--- config.mk ---
export PLATFORM = sky130hd
export DESIGN_NAME = cfg_bitstream_writer_flat
export DESIGN_NICKNAME = d
export VERILOG_FILES = /design/src/rtl/cfg_loader_pkg.sv /design/src/rtl/cfg_bitstream_writer_if.sv /design/src/rtl/cfg_word_packer.sv /design/src/rtl/cfg_bitstream_writer.sv /design/src/flat_wrapper.sv
export SDC_FILE = /design/constraint.sdc
export NUM_CORES = 1
export LEC_CHECK = 0
export BUFFER_PORTS_ARGS = -buffer_cell sky130_fd_sc_hd__buf_2
export CORE_MARGIN = 4
export CORE_UTILIZATION = 51
export CTS_CLUSTER_DIAMETER = 200
export CTS_CLUSTER_SIZE = 16
export DETAILED_ROUTE_END_ITERATION = 8
export PLACE_DENSITY_LB_ADDON = 0.1
export REMOVE_ABC_BUFFERS = 1
export SLEW_MARGIN = 20
export SYNTH_ARGS = -nofsm -noshare
export SYNTH_HDL_FRONTEND = slang
export SYNTH_HIERARCHICAL = 1
export SYNTH_SLANG_ARGS = --single-unit
--- constraint.sdc ---
create_clock -name CLK -period 2.9 [get_ports CLK]
set_input_delay 0.58 -clock CLK [delete_from_list [all_inputs] [get_ports CLK]]
set_output_delay 0.58 -clock CLK [all_outputs]
set_load 0.02 [all_outputs]
--- src/rtl/cfg_loader_pkg.sv ---
// Shared types and constants for the configuration bitstream loader.
package cfg_loader_pkg;

    typedef enum logic [2:0] {
        ST_IDLE,
        ST_COLLECT,
        ST_SETUP,
        ST_STROBE,
        ST_GAP,
        ST_DONE
    } cfg_state_t;

    localparam int SETUP_CYCLES_DEF = 2;
    localparam int GAP_CYCLES_DEF   = 2;
    localparam int CFG_WORD_W       = 32;
    localparam int MAX_BITBYTES     = 21140;

endpackage

--- src/rtl/cfg_bitstream_writer_if.sv ---
// Byte-stream valid/ready handshake feeding the bitstream writer.
interface cfg_bitstream_writer_if;

    logic [7:0] in_data;
    logic       in_valid;
    logic       in_ready;

    modport master (output in_data, output in_valid, input in_ready);
    modport slave  (input in_data, input in_valid, output in_ready);

endinterface

--- src/rtl/cfg_word_packer.sv ---
// Packs accepted bytes big-endian into a 32-bit word; a short final word is zero-padded.
module cfg_word_packer
    import cfg_loader_pkg::*;
(
    input  logic                  CLK,
    input  logic                  clear,
    input  logic                  shift_en,
    input  logic                  last_byte,
    input  logic [7:0]            byte_in,
    output logic                  word_ready,
    output logic [CFG_WORD_W-1:0] word
);

    logic [23:0]           sh_q;
    logic [1:0]            idx_q;
    logic [CFG_WORD_W-1:0] joined;
    logic [4:0]            pad_sh;

    assign word_ready = shift_en & ((idx_q == 2'd3) | last_byte);

    // Earlier bytes sit above the current one; shifting left moves the first byte to [31:24].
    assign joined = {sh_q, byte_in};
    assign pad_sh = {2'd3 - idx_q, 3'b000};
    assign word   = joined << pad_sh;

    always_ff @(posedge CLK) begin
        if (clear || word_ready) begin
            sh_q  <= '0;
            idx_q <= '0;
        end else if (shift_en) begin
            sh_q  <= {sh_q[15:0], byte_in};
            idx_q <= idx_q + 2'd1;
        end
    end

endmodule

--- src/rtl/cfg_bitstream_writer.sv ---
// Bitstream master: packs a byte stream into words and drives SelfWriteData/SelfWriteStrobe.
//   state   | meaning
//   IDLE    | no load since reset
//   COLLECT | accepting bytes into the packer
//   SETUP   | word on SelfWriteData, waiting before the strobe
//   STROBE  | one-cycle write pulse
//   GAP     | data held after the strobe
//   DONE    | load finished, done high
module cfg_bitstream_writer
    import cfg_loader_pkg::*;
#(
    parameter int SETUP_CYCLES = SETUP_CYCLES_DEF,
    parameter int GAP_CYCLES   = GAP_CYCLES_DEF,
    parameter int LEN_W        = 15
) (
    input  logic                  CLK,
    input  logic                  rst_sync_cfg,
    input  logic                  start,
    input  logic [LEN_W-1:0]      byte_count,
    cfg_bitstream_writer_if.slave byte_in,
    output logic [CFG_WORD_W-1:0] SelfWriteData,
    output logic                  SelfWriteStrobe,
    output logic                  busy,
    output logic                  done,
    output logic [LEN_W-2:0]      words_written
);

    localparam int TMR_MAX = (SETUP_CYCLES > GAP_CYCLES) ? SETUP_CYCLES : GAP_CYCLES;
    localparam int TMR_W   = (TMR_MAX > 1) ? $clog2(TMR_MAX) : 1;

    cfg_state_t            state_q, state_d;
    logic [TMR_W-1:0]      tmr_q;
    logic [LEN_W-1:0]      bytes_left_q;
    logic                  in_ready_q;
    logic                  in_ready_d, strobe_d, busy_d, done_d;
    logic                  start_go, accept, last_byte, word_ready, pack_clear;
    logic [CFG_WORD_W-1:0] packed_word;

    assign start_go   = start & ((state_q == ST_IDLE) | (state_q == ST_DONE));
    assign accept     = byte_in.in_valid & in_ready_q;
    assign last_byte  = (bytes_left_q == LEN_W'(1));
    assign pack_clear = rst_sync_cfg | start_go;

    assign byte_in.in_ready = in_ready_q;

    cfg_word_packer u_packer (
        .CLK        (CLK),
        .clear      (pack_clear),
        .shift_en   (accept),
        .last_byte  (last_byte),
        .byte_in    (byte_in.in_data),
        .word_ready (word_ready),
        .word       (packed_word)
    );

    always_ff @(posedge CLK) begin
        if (rst_sync_cfg) state_q <= ST_IDLE;
        else              state_q <= state_d;
    end

    always_comb begin
        state_d = state_q;
        case (state_q)
            ST_IDLE, ST_DONE: if (start) state_d = (byte_count == '0) ? ST_DONE : ST_COLLECT;
            ST_COLLECT:       if (word_ready) state_d = ST_SETUP;
            ST_SETUP:         if (tmr_q == '0) state_d = ST_STROBE;
            ST_STROBE:        state_d = ST_GAP;
            ST_GAP:           if (tmr_q == '0) state_d = (bytes_left_q == '0) ? ST_DONE : ST_COLLECT;
            default:          state_d = ST_IDLE;
        endcase
    end

    // Outputs are registered from the next state so they line up with the state they describe.
    always_comb begin
        in_ready_d = (state_d == ST_COLLECT);
        strobe_d   = (state_d == ST_STROBE);
        busy_d     = (state_d == ST_COLLECT) | (state_d == ST_SETUP) |
                     (state_d == ST_STROBE)  | (state_d == ST_GAP);
        done_d     = (state_d == ST_DONE);
    end

    always_ff @(posedge CLK) begin
        if (rst_sync_cfg) begin
            in_ready_q      <= 1'b0;
            SelfWriteStrobe <= 1'b0;
            busy            <= 1'b0;
            done            <= 1'b0;
            SelfWriteData   <= '0;
            words_written   <= '0;
            bytes_left_q    <= '0;
            tmr_q           <= '0;
        end else begin
            in_ready_q      <= in_ready_d;
            SelfWriteStrobe <= strobe_d;
            busy            <= busy_d;
            done            <= done_d;

            if (word_ready) SelfWriteData <= packed_word;

            if (start_go) begin
                bytes_left_q  <= byte_count;
                words_written <= '0;
            end else begin
                if (accept) bytes_left_q <= bytes_left_q - LEN_W'(1);
                if (state_q == ST_STROBE) words_written <= words_written + (LEN_W-1)'(1);
            end

            // Down-counter reloaded on entry to SETUP and GAP; terminal count at zero.
            if (state_q == ST_COLLECT && state_d == ST_SETUP) tmr_q <= TMR_W'(SETUP_CYCLES - 1);
            else if (state_q == ST_STROBE)                    tmr_q <= TMR_W'(GAP_CYCLES - 1);
            else if (tmr_q != '0)                             tmr_q <= tmr_q - TMR_W'(1);
        end
    end

endmodule

--- src/flat_wrapper.sv ---
// flat-port wrapper written by rule: the top's interface ports become plain ports
module cfg_bitstream_writer_flat import cfg_loader_pkg::*;
#(
    parameter int SETUP_CYCLES = SETUP_CYCLES_DEF,
    parameter int GAP_CYCLES   = GAP_CYCLES_DEF,
    parameter int LEN_W        = 15
)
  (CLK, rst_sync_cfg, start, byte_count, SelfWriteData, SelfWriteStrobe, busy, done, words_written, byte_in_in_data, byte_in_in_valid, byte_in_in_ready);
  cfg_bitstream_writer_if byte_in_i ();
  input  logic CLK;
  input  logic rst_sync_cfg;
  input  logic start;
  input  logic [LEN_W-1:0] byte_count;
  output logic [CFG_WORD_W-1:0] SelfWriteData;
  output logic SelfWriteStrobe;
  output logic busy;
  output logic done;
  output logic [LEN_W-2:0] words_written;
  input wire logic [$bits(byte_in_i.in_data)-1:0] byte_in_in_data;
  input wire logic [$bits(byte_in_i.in_valid)-1:0] byte_in_in_valid;
  output wire logic [$bits(byte_in_i.in_ready)-1:0] byte_in_in_ready;
  assign byte_in_i.in_data = byte_in_in_data;
  assign byte_in_i.in_valid = byte_in_in_valid;
  assign byte_in_in_ready = byte_in_i.in_ready;
  cfg_bitstream_writer #(.SETUP_CYCLES(SETUP_CYCLES), .GAP_CYCLES(GAP_CYCLES), .LEN_W(LEN_W)) u_core (.CLK(CLK), .rst_sync_cfg(rst_sync_cfg), .start(start), .byte_count(byte_count), .byte_in(byte_in_i), .SelfWriteData(SelfWriteData), .SelfWriteStrobe(SelfWriteStrobe), .busy(busy), .done(done), .words_written(words_written));
endmodule
Yosys cells after proc, flatten, opt, wreduce, memory -nomap -nowiden
Index checks and enable logic that the tools add are counted.
Operators by class
  add/sub/neg operators: 5
  bitwise operators: 9
  shifts and indexed selects: 1
  equality and inequality tests: 12
  mux-type cells: 12
  reductions and logical operators: 8
Operator list (number)
  32-bit by 5-bit left shift with 32-bit output: 1
  15-bit zero test: 2
  15-bit two-way mux: 2
  3-bit two-way mux: 6
  15-bit by 1-bit equality test with 1-bit output (second input constant): 1
  3-bit case mux with 5 select lines: 1
  15-bit by 1-bit subtractor with 15-bit output (second input constant): 1
  14-bit by 1-bit adder with 14-bit output (second input constant): 1
  3-bit by 2-bit equality test with 1-bit output (second input constant): 4
  3-bit equality test (second input constant): 4
  3-bit by 1-bit equality test with 1-bit output (second input constant): 2
  1-bit OR: 6
  2-bit OR reduction: 2
  1-bit bitwise AND: 3
  3-bit zero test: 1
  1-bit two-way mux: 3
  2-bit by 1-bit adder with 2-bit output (second input constant): 1
  2-bit equality test (second input constant): 1
  2-bit nonzero test: 1
  2-bit subtractor (first input constant): 1
  1-bit logical AND: 1
  1-bit logical OR: 1
  1-bit subtractor (second input constant): 1
Storage, ports and cells
  register bits after elaboration: 95
  output and inout bits: 50
  word-level logic and storage cells: 58
  input bits: 27

Longest topological paths before layout
  word-level depth: 9
  depth in mapped cells: 11
  gate-level depth less buffers: 9

By module
The synthesis kept the hierarchy.
Modules (own cells, without submodules)
  cfg_bitstream_writer: cells each 314, instances 1, sequential area each 1381.3 µm², area an instance 2931.6 µm²
  cfg_word_packer: cells each 184, instances 1, sequential area each 520.5 µm², area an instance 1727.9 µm²

Worst setup path after synthesis
OpenSTA, ideal clock, no wires.
  kind: register to register
  from: reg u_core.bytes_left_q[8]
  to: reg u_core.SelfWriteData[0]
  library setup time: 128 ps
  data required time: 2772 ps
  buffers on the path: 3
  clock period less this slack: 2799 ps
  setup slack: 101 ps
  arrival: 2671 ps
  stages on the path, launching flop included: 10
  cell sequence: dfxtp_1 -> or4_4 -> and4b_1 -> and2_2 -> clkbuf_1 -> o21a_1 -> clkbuf_1 -> clkbuf_1 -> mux2i_1 -> nor2_1
On the way
  longest elaborated chain between the ends: 3
RTL lines
  start: declaration: RTL line cfg_bitstream_writer.sv:33  | logic [LEN_W-1:0] bytes_left_q;
  start signal: assignment: RTL line cfg_bitstream_writer.sv:101  | bytes_left_q <= byte_count;
  start signal: assignment: RTL line cfg_bitstream_writer.sv:104  | if (accept) bytes_left_q <= bytes_left_q - LEN_W'(1);
  15-bit by 1-bit equality test with 1-bit output: RTL line cfg_bitstream_writer.sv:41  | assign last_byte = (bytes_left_q == LEN_W'(1));
  named net u_core.last_byte: RTL line cfg_bitstream_writer.sv:36  | logic start_go, accept, last_byte, word_ready, pack_clear;
  1-bit OR: RTL line cfg_word_packer.sv:19  | assign word_ready = shift_en & ((idx_q == 2'd3) | last_byte);
  1-bit bitwise AND: RTL line cfg_word_packer.sv:19
  named net u_core.word_ready: RTL line cfg_bitstream_writer.sv:36
  end signal: assignment: RTL line cfg_bitstream_writer.sv:98  | if (word_ready) SelfWriteData <= packed_word;
  end: declaration: RTL line cfg_bitstream_writer.sv:21  | output logic [CFG_WORD_W-1:0] SelfWriteData,
The timed path passes the listed nets, and every way through them passes these cells.
A chain may end at the register's enable or synchronous reset.

Worst setup path after layout
  from: reg u_core.bytes_left_q[8]
  to: reg u_core.SelfWriteData[25]
The elaborated chain is that of the path after synthesis.

==> results.sh <==
export IMPL_die_h_um=104
export IMPL_synth_distinct_cells=51
export IMPL_min_from="u_core/u_packer/sh_q[16]$_SDFFE_PP0P_"
export IMPL_p_leak_nw=1.94
export IMPL_ir_worst_vdd_uv=302
export IMPL_seq_area_frac_synth=0.408
export IMPL_core_rowCount=34
export IMPL_drt_iter0_drc=136
export IMPL_ctsResizeCount=0
export IMPL_synthTopCellsByArea="dfxtp_1 (41%), mux2i_1 (13%), nand4bb_1 (6.0%), nor2_1 (5.5%), nand2b_1 (4.0%)"
export IMPL_syn_area_um2=4660
export IMPL_power_mw=2.41
export IMPL_yosys_area_top_type_share=0.408
export IMPL_drive_above_1_share=0.212
export IMPL_cp_arrival_ns=2.63
export IMPL_yosysMostFrequentCell="dfxtp_1"
export IMPL_drc=0
export IMPL_cp_startpoint="u_core/bytes_left_q[8]$_SDFFE_PP0P_"
export IMPL_reg2reg_from="u_core/bytes_left_q[8]$_SDFFE_PP0P_"
export IMPL_grt_util_all_layers=0.179
export IMPL_rsz0062_at_grt="no"
export IMPL_syn_inst=498
export IMPL_cts_root_buf="clkbuf_8"
export IMPL_detailed_place_hpwl_um=6470
export IMPL_vias=3700
export IMPL_synth_seq_cells=95
export IMPL_clock_latency_ns=0.35
export IMPL_die_area_um2=10700
export IMPL_synthArstFlopShare=0
export IMPL_synth_largest_area_cell="dfxtp_1"
export IMPL_clock_sinks=95
export IMPL_slew_viol_final=0
export IMPL_synthFlopType="dfxtp_1"
export IMPL_diodes=0
export IMPL_finalHoldViolCount=0
export IMPL_place_congestion=0.860
export IMPL_pwr_share_comb=0.115
export IMPL_wl_per_cell_um=14.4
export IMPL_fin_nets=591
export IMPL_start_kind="flop"
export IMPL_io_pins=77
export IMPL_cts_hold_buffers=0
export IMPL_tightest_slew_ns=0.545
export IMPL_crit_fanout=33
export IMPL_ant_nets=0
export IMPL_slew_headroom=0.637
export IMPL_cp_required_ns=3.13
export IMPL_switchingPower_uw=621
export IMPL_setup_viol=0
export IMPL_seqPwrFrac=0.573
export IMPL_fin_crit_ns=2.40
export IMPL_grt_pass1_wl_um=16300
export IMPL_status="finished clean"
export IMPL_die_x_um=104
export IMPL_finClkSkew_ns=0.00947
export IMPL_viasPerCell=5.52
export IMPL_finalCritPeriodShare=0.828
export IMPL_core_area_um2=8810
export IMPL_yosys_warnings=6
export IMPL_grt_overflow=0
export IMPL_power_per_cell_area_nw_per_um2=457
export IMPL_path_class="flop to flop"
export IMPL_htreeDepth=3
export IMPL_n_fill_cell=831
export IMPL_synth_edf_count=0
export IMPL_cts_made_buffers=9
export IMPL_wl_um=9640
export IMPL_final_util=0.598
export IMPL_avgSynthCellArea_um2=9.36
export IMPL_crit_path_max_incr_delay_ns=0.56
export IMPL_fmax_mhz=416
export IMPL_cts_tree="yes"
export IMPL_antenna_found_initial=0
export IMPL_path_cells="or4_4 -> and4b_1 -> and2_2 -> o21a_2 -> buf_4 -> mux2i_1 -> nor2_1"
export IMPL_end_kind="flop"
export IMPL_clk_pin_slew_ns=0.09
export IMPL_slowest_stage="or4_4"
export IMPL_grt_pass1_vias=3496
export IMPL_io_buffers=76
export IMPL_initial_core_util=0.529
export IMPL_p_int_mw=1.79
export IMPL_area_growth_pct=13.0
export IMPL_synthTopCellsByCount="dfxtp_1 (95), nor2_1 (68), mux2i_1 (59), a21oi_1 (33), nand2b_1 (30)"
export IMPL_first_pass_iters=4
export IMPL_clkPwrFrac=0.311
export IMPL_grt_start_max_net_pins=53
export IMPL_postCtsSetupRepairBufs=0
export IMPL_clk_path_buf_depth=2
export IMPL_max_cap_violations=0
export IMPL_hold_class="flop to flop"
export IMPL_sw_frac_of_total=0.258
[cells in the final DEF (no fill, tap or decap), types with 3 or more instances in the layout]
cell type  Yosys  routed
a211oi_1      13      13
a21oi_1       33      33
a22o_1         8       8
and3_1         9       9
buf_2          7      76
buf_4          1      12
clkbuf_8       0      10
clkinv_2       0       3
dfxtp_1       95      95
ha_1           5       5
inv_1          8       8
mux2_2         8       8
mux2i_1       59      59
nand2_1        9       9
nand2b_1      30      30
nand3_1        6       6
nand4_1        3       3
nand4bb_1     25      25
nor2_1        68      68
nor2b_1       10      10
nor3_1         8       8
nor4_1         5       5
o21ai_0        4       4
or3_1          5       5
xnor2_1       15      15
xor2_1         8       8
[metal layers]
layer  vias to the layer above  track usage  part of all wire
met5                         -            0                 0
met4                         0       0.0627             0.016
met3                        14       0.0330             0.032
met2                        66        0.310              0.48
met1                      1746        0.222              0.47
li1                       1874            -                 -
[stage by stage]
stage          hold WS, ns  worst slack (ns)  setup TNS, ns  instances  area [um^2]
3_5_place_dp         0.461             0.479              0        656         5100
3_3_place_gp         0.457             0.568              0        656         5100
4_1_cts              0.468             0.483              0        670         5270
5_1_grt              0.472             0.354              0        670         5270
2_1_floorplan        0.450            -0.837         -17.85        460         4500
6_report             0.473             0.498              0        670         5270
[cells by family after synthesis]
logic type / synth area share
compound gates: 0.0929
mux: 0.146
simple gates: 0.255
fa+ha+maj: 0.0134
buf+inv: 0.0414
xor+xnor: 0.0432
flops: 0.408
[flip-flops by register name, summed over array words and instances (netlist names)]
| register | count |
|---|---|
| u_core/SelfWriteData | 32 |
| u_core/SelfWriteStrobe | 1 |
| u_core/busy | 1 |
| u_core/byte_in.in_ready | 1 |
| u_core/bytes_left_q | 15 |
| u_core/done | 1 |
| u_core/state_q | 3 |
| u_core/tmr_q | 1 |
| u_core/u_packer/idx_q | 2 |
| u_core/u_packer/sh_q | 24 |
| u_core/words_written | 14 |
[power by group through the flow]
stage / clock network, mW / logic, mW / registers [mW]
3_3_place_gp: 0 / 0.272 / 1.41
3_5_place_dp: 0 / 0.277 / 1.41
4_1_cts: 0.782 / 0.279 / 1.38
2_1_floorplan: 0 / 0.174 / 1.41
6_report: 0.748 / 0.278 / 1.38
5_1_grt: 0.843 / 0.309 / 1.39
[final timing paths]
check / endpoint / depth (start not counted) / slack (ns)
worst max-delay path: u_core/SelfWriteData[25]$_SDFFE_PP0P_ / 7 / 0.50
worst min-delay path: u_core/u_packer/sh_q[16]$_SDFFE_PP0P_ / 2 / 0.47
worst max register to register: u_core/SelfWriteData[25]$_SDFFE_PP0P_ / 7 / 0.50
worst min register to register: u_core/u_packer/sh_q[16]$_SDFFE_PP0P_ / 2 / 0.47
[worst max-delay path, delay by kind of cell (launching register included)]
family / cells / cell delay (ns)
flops: 1 / 0.35
buf+inv: 1 / 0.47
simple gates: 4 / 1.06
mux: 1 / 0.27
compound gates: 1 / 0.13
[cell type report]
cell class,instances,area [um^2],area share
Clock buffer,10,138,0.0261
Clock inverter,4,23.8,0.00452
Inverter,8,30.0,0.00570
Multi-Input combinational cell,357,2570,0.487
Sequential cell,95,1900,0.361
Tap cell,108,135,0.0257
Timing Repair Buffer,88,470,0.0894
No activity file was read; power rests on OpenSTA's default activity.
